File: config.mk
export PLATFORM = sky130hd
export DESIGN_NAME = coin_acceptor_flat
export DESIGN_NICKNAME = d
export VERILOG_FILES = /design/src/rtl/coin_if.sv /design/src/rtl/coin_acceptor.sv /design/src/flat_wrapper.sv
export SDC_FILE = /design/constraint.sdc
export NUM_CORES = 1
export LEC_CHECK = 0
export CORE_UTILIZATION = 45
export DETAILED_ROUTE_END_ITERATION = 7
export SLEW_MARGIN = 20
export SYNTH_ARGS = -nofsm -noshare
export SYNTH_HDL_FRONTEND = slang
export SYNTH_SLANG_ARGS = --single-unit
File: constraint.sdc
create_clock -name clk -period 5.09 [get_ports clk]
set_clock_uncertainty 0.15 [all_clocks]
set_input_delay 0.7635 -clock clk [delete_from_list [all_inputs] [get_ports clk]]
set_output_delay 0.7635 -clock clk [all_outputs]
set_load 0.03 [all_outputs]
File: src/rtl/coin_if.sv
// coin_if: coin sensor inputs and classified coin outputs between chute and vending FSM
interface coin_if;
  logic       coin_sense;
  logic       accept_en;
  logic [1:0] coin;
  logic       reject;
  logic       jam;
  logic       busy;
  modport master (output coin_sense, accept_en, input coin, reject, jam, busy);
  modport slave (input coin_sense, accept_en, output coin, reject, jam, busy);
endinterface

File: src/rtl/coin_acceptor.sv
// coin_acceptor: synchronises the chute sensor, measures pulse width and classifies Rs5/Rs10 coins
module coin_acceptor #(
  parameter int W_BITS     = 8,
  parameter int GLITCH_MAX = 3,
  parameter int W5_MIN     = 10,
  parameter int W5_MAX     = 20,
  parameter int W10_MIN    = 30,
  parameter int W10_MAX    = 45,
  parameter int JAM_CYC    = 200,
  parameter int GAP_CYC    = 8
) (
  input logic   clk,
  input logic   rst,
  coin_if.slave bus
);
  localparam logic [W_BITS-1:0] L_GL  = W_BITS'(GLITCH_MAX);
  localparam logic [W_BITS-1:0] L_5L  = W_BITS'(W5_MIN);
  localparam logic [W_BITS-1:0] L_5H  = W_BITS'(W5_MAX);
  localparam logic [W_BITS-1:0] L_10L = W_BITS'(W10_MIN);
  localparam logic [W_BITS-1:0] L_10H = W_BITS'(W10_MAX);
  localparam logic [W_BITS-1:0] L_JAM = W_BITS'(JAM_CYC);
  localparam logic [W_BITS-1:0] L_GAP = W_BITS'(GAP_CYC - 1);
  typedef enum logic [1:0] {IDLE, MEASURE, LOCKOUT, JAM} state_t;
  state_t            state, state_n;
  logic              s1, s;
  logic [W_BITS-1:0] width, width_n, gap, gap_n;
  logic [1:0]        coin_n;
  logic              reject_n, v5, v10;
  assign v5       = width >= L_5L && width <= L_5H;
  assign v10      = width >= L_10L && width <= L_10H;
  assign bus.busy = state != IDLE;
  always_ff @(posedge clk) begin
    if (rst) begin
      s1         <= 1'b0;
      s          <= 1'b0;
      state      <= IDLE;
      width      <= '0;
      gap        <= '0;
      bus.coin   <= 2'b00;
      bus.reject <= 1'b0;
      bus.jam    <= 1'b0;
    end else begin
      s1         <= bus.coin_sense;
      s          <= s1;
      state      <= state_n;
      width      <= width_n;
      gap        <= gap_n;
      bus.coin   <= coin_n;
      bus.reject <= reject_n;
      bus.jam    <= state_n == JAM;
    end
  end
  always_comb begin
    state_n  = state;
    width_n  = width;
    gap_n    = gap;
    coin_n   = 2'b00;
    reject_n = 1'b0;
    case (state)
      IDLE: begin
        state_n = s ? MEASURE : IDLE;
        width_n = s ? W_BITS'(1) : width;
      end
      MEASURE: begin
        if (s) begin
          width_n = width == L_JAM ? width : width + W_BITS'(1);
          state_n = width_n == L_JAM ? JAM : MEASURE;
        end else begin
          // widths at or below the glitch limit vanish without any output
          state_n  = LOCKOUT;
          gap_n    = '0;
          coin_n   = (width > L_GL && bus.accept_en) ? {v10, v5} : 2'b00;
          reject_n = width > L_GL && !(bus.accept_en && (v5 || v10));
        end
      end
      default: begin
        gap_n   = s ? '0 : gap + W_BITS'(1);
        state_n = (!s && gap == L_GAP) ? IDLE : state;
      end
    endcase
  end
endmodule
File: src/flat_wrapper.sv
// flat-port wrapper written by rule: the top's interface ports become plain ports
module coin_acceptor_flat 
#(
  parameter int W_BITS     = 8,
  parameter int GLITCH_MAX = 3,
  parameter int W5_MIN     = 10,
  parameter int W5_MAX     = 20,
  parameter int W10_MIN    = 30,
  parameter int W10_MAX    = 45,
  parameter int JAM_CYC    = 200,
  parameter int GAP_CYC    = 8
)
  (clk, rst, bus_coin_sense, bus_accept_en, bus_coin, bus_reject, bus_jam, bus_busy);
  coin_if bus_i ();
  input logic clk;
  input logic rst;
  input wire logic [$bits(bus_i.coin_sense)-1:0] bus_coin_sense;
  input wire logic [$bits(bus_i.accept_en)-1:0] bus_accept_en;
  output wire logic [$bits(bus_i.coin)-1:0] bus_coin;
  output wire logic [$bits(bus_i.reject)-1:0] bus_reject;
  output wire logic [$bits(bus_i.jam)-1:0] bus_jam;
  output wire logic [$bits(bus_i.busy)-1:0] bus_busy;
  assign bus_i.coin_sense = bus_coin_sense;
  assign bus_i.accept_en = bus_accept_en;
  assign bus_coin = bus_i.coin;
  assign bus_reject = bus_i.reject;
  assign bus_jam = bus_i.jam;
  assign bus_busy = bus_i.busy;
  coin_acceptor #(.W_BITS(W_BITS), .GLITCH_MAX(GLITCH_MAX), .W5_MIN(W5_MIN), .W5_MAX(W5_MAX), .W10_MIN(W10_MIN), .W10_MAX(W10_MAX), .JAM_CYC(JAM_CYC), .GAP_CYC(GAP_CYC)) u_core (.clk(clk), .rst(rst), .bus(bus_i));
endmodule
==> summary.md <==
| Metric | Value |
|---|---|
| Startpoint-to-endpoint class of the critical path | `in -> reg` |
| Vias in the first global route | `1,092` |
| Initial standard-cell utilization of the core | `48.8%` |
| Final Wtd Congestion | `0.815` |
| Number of buffers inserted during clock tree synthesis | `3` |
| Number of cells traversed by the worst register-to-register path | `5` |
| Fill count | `290` |
| Number of ports placed on the die boundary | `9` |
| Summed negative setup slack over all endpoints | `0 ps` |
| Maximum fanout along the worst path | `21` |
| Die X-Extent | `57.6 um` |
| Final net count | `185` |
| Warnings from Yosys | `0` |
| Die Y-Extent | `57.6 um` |
| Wire length per cell after detailed routing | `14.0 um` |
| CP Launch Type | `input pin` |
| Yosys reg bits | `24` |
| Post-synthesis sequential area ratio | `34.5%` |
| Final core utilization | `51.7%` |
| Detailed placement HPWL | `2080 um` |
| Max Cap Violations | `0` |
| Final Hold Viols | `0` |
| Overflow left after global routing | `0` |
| Most used standard cells in the synthesized netlist | `sky130_fd_sc_hd__dfxtp_1, sky130_fd_sc_hd__nor2_1, sky130_fd_sc_hd__nand2_1` |
| Area of the die | `3320 um2` |
| Via-per-instance ratio | `6.05` |
| RR Startpoint | `u_core.width[1]` |
| Layout overhead on the synthesized area | `6.02%` |
| Fmax | `383 MHz` |
| Leakage | `0.000515 uW` |
| Max Root-Sink Buffers | `2` |
| Number of resized instances in the post-cts repair step | `0` |
| Final critical-path share of the clock period | `51.3%` |
| Routed wire length | `2890 um` |
| Ratio of cells with drive above 1 in the final layout | `4.00%` |
| Worst Hold Class | `reg -> reg` |
| Worst hold path stage count | `1` |
| Library cells used by synthesis | `44` |
| Standard-cell row count | `19` |
| Result of the run | `finished with violations` |
| Unrepaired setup endpoints after global routing | `no` |
| Data arrival time at the worst-slack endpoint | `2710 ps` |
| Placeable core region | `2850 um2` |
| Sink count of the clock tree | `24` |
| Required @ worst endpoint | `5180 ps` |
| Pre-antenna DRT Iters | `6` |
| Root buf cell | `sky130_fd_sc_hd__clkbuf_4` |
| Critical path launch point | `rst` |
| Most used DFF post-synth | `sky130_fd_sc_hd__dfxtp_1` |
| Normalized max-slew margin | `49.2%` |
| Slew @ Worst Pin | `759 ps` |
| Synth top area share | `34.5%` |
| Most common cell in the netlist | `sky130_fd_sc_hd__dfxtp_1` |
| Power density over cell area | `211 nW/um2` |
| Critical path capture point type | `register` |
| Cell Area, Synth | `1390 um2` |
| Sequential Area | `480 um2` |
| Number of flops mapped to enable cells by yosys | `0` |
| Routed via count | `1,246` |
| Setup violations, final | `0` |
| Count of unresolved DRC violations after routing | `1` |
| Number of H-tree levels | `1` |
| CTS tree | `done` |
| Initial DRC Count | `72` |
| Violated checks | `DRC` |
| Number of standard cells after synthesis | `178` |
| Clock-pin transition on the worst setup and hold timing paths | `130 ps` |
| Register-to-register setup slack | `2970 ps` |
| CTS hold repair buffers | `0` |
| Total of buffers placed on input and output ports | `8` |
| Pin count of the biggest net entering global routing | `22` |
| Critical path endpoint | `u_core.bus.reject` |
| Main area contributors after synthesis | `sky130_fd_sc_hd__dfxtp_1, sky130_fd_sc_hd__nor2_1, sky130_fd_sc_hd__a21oi_1` |
| Post-CTS setup-driven buffer insertion count | `0` |
| Routed Antenna Nets | `0` |
| Mean cell area of the mapped netlist | `7.82 um2` |
| Clock Latency Late Sink | `310 ps` |
| Multi-input gate area | `810 um2` |
| Time the worst path needs with I/O delays and setup | `2610 ps` |
| Critical R2R Capture | `u_core.state[1]` |
| Design Power | `311 uW` |
| Post-synthesis async set-or-reset flop share | `0%` |
| Post-synthesis net count | `187` |
| Count of antenna diodes in the layout | `0` |
| Final slew viol count | `0` |
| Global-route wire length before repair | `5120 um` |
| Final-layout worst hold slack | `314 ps` |
| Combined global-route utilization of all metal layers | `19.4%` |
| Max IR drop VDD | `0.168 mV` |
| Cell type contributing the most total cell area after synthesis | `sky130_fd_sc_hd__dfxtp_1` |
| Antenna violations before repair | `0` |
layer usage:
layer  vias to the layer above  global-route usage (%)  share of wire [%]
li1                        633                       -                  -
met1                       584                    27.7                 52
met2                        27                    30.2                 44
met3                         2                    4.08                3.5
met4                         0                    4.18               0.59
met5                         -                       0                  0
where the power goes:
group	leakage, uW	internal, uW	total, uW	switching (uW)
Clock	0.0000210	43.7	99.5	55.8
Sequential	0.000194	190	193	3.41
Combinational	0.000300	7.26	18.0	10.8
Total	0.000515	241	311	70.0
registers in the layout (all words and copies together), names as in the netlist:
register           count
u_core.bus.coin        2
u_core.bus.jam         1
u_core.bus.reject      1
u_core.gap             8
u_core.s               1
u_core.s1              1
u_core.state           2
u_core.width           8
metrics by stage:
step | setup WS [ps] | area [um2] | instances
final | 2480 | 1480 | 206
after global routing | 2320 | 1480 | 206
after CTS | 2460 | 1480 | 206
after detailed placement | 2150 | 1440 | 202
after global placement | 2160 | 1440 | 202
after floorplan | 3180 | 1390 | 178
critical path, cell delays in order:
cell	delay [ps]
sky130_fd_sc_hd__clkdlybuf4s50_1	800
sky130_fd_sc_hd__or3b_2	660
sky130_fd_sc_hd__a311oi_1	260
sky130_fd_sc_hd__a21boi_0	230
cells by family after synthesis:
family / share of synthesized area, %
AND/OR/NAND/NOR: 26.8
buffers and inverters: 7.28
adder cells (fa/ha/maj): 4.50
AO/OA/AOI/OAI: 24.4
flip-flops: 34.5
XOR/XNOR: 2.52
layout make-up:
type / count / share of cell area, %
Tap cell: 31 / 2.63
Sequential cell: 24 / 32.6
Timing Repair Buffer: 8 / 5.43
Inverter: 8 / 2.04
Multi-Input combinational cell: 131 / 54.9
Clock buffer: 4 / 2.46
cell usage in the layout, fill, tap and decap left out, drive strengths merged, types with 3 or more instances in the layout:
cell type / count
dfxtp: 24
nor2: 18
nand2: 14
a21oi: 13
o21ai: 9
inv: 8
clkdlybuf4s50: 8
nand3: 6
nor2b: 5
ha: 5
a22oi: 4
nor3: 4
a31oi: 4
nand2b: 4
and3: 4
clkbuf: 4
xor2: 3
nand4: 3
a311oi: 3
a211oi: 3
worst min-delay path by stage:
stage / slack, ps / endpoint / startpoint
finish: 310 / u_core.s / u_core.s1
global route: 330 / u_core.s / u_core.s1
CTS: 310 / u_core.s / u_core.s1
detailed placement: 280 / u_core.s / u_core.s1
global placement: 270 / u_core.s / u_core.s1
floorplan: 260 / u_core.s / u_core.s1
(Power assumes the default switching activity.)
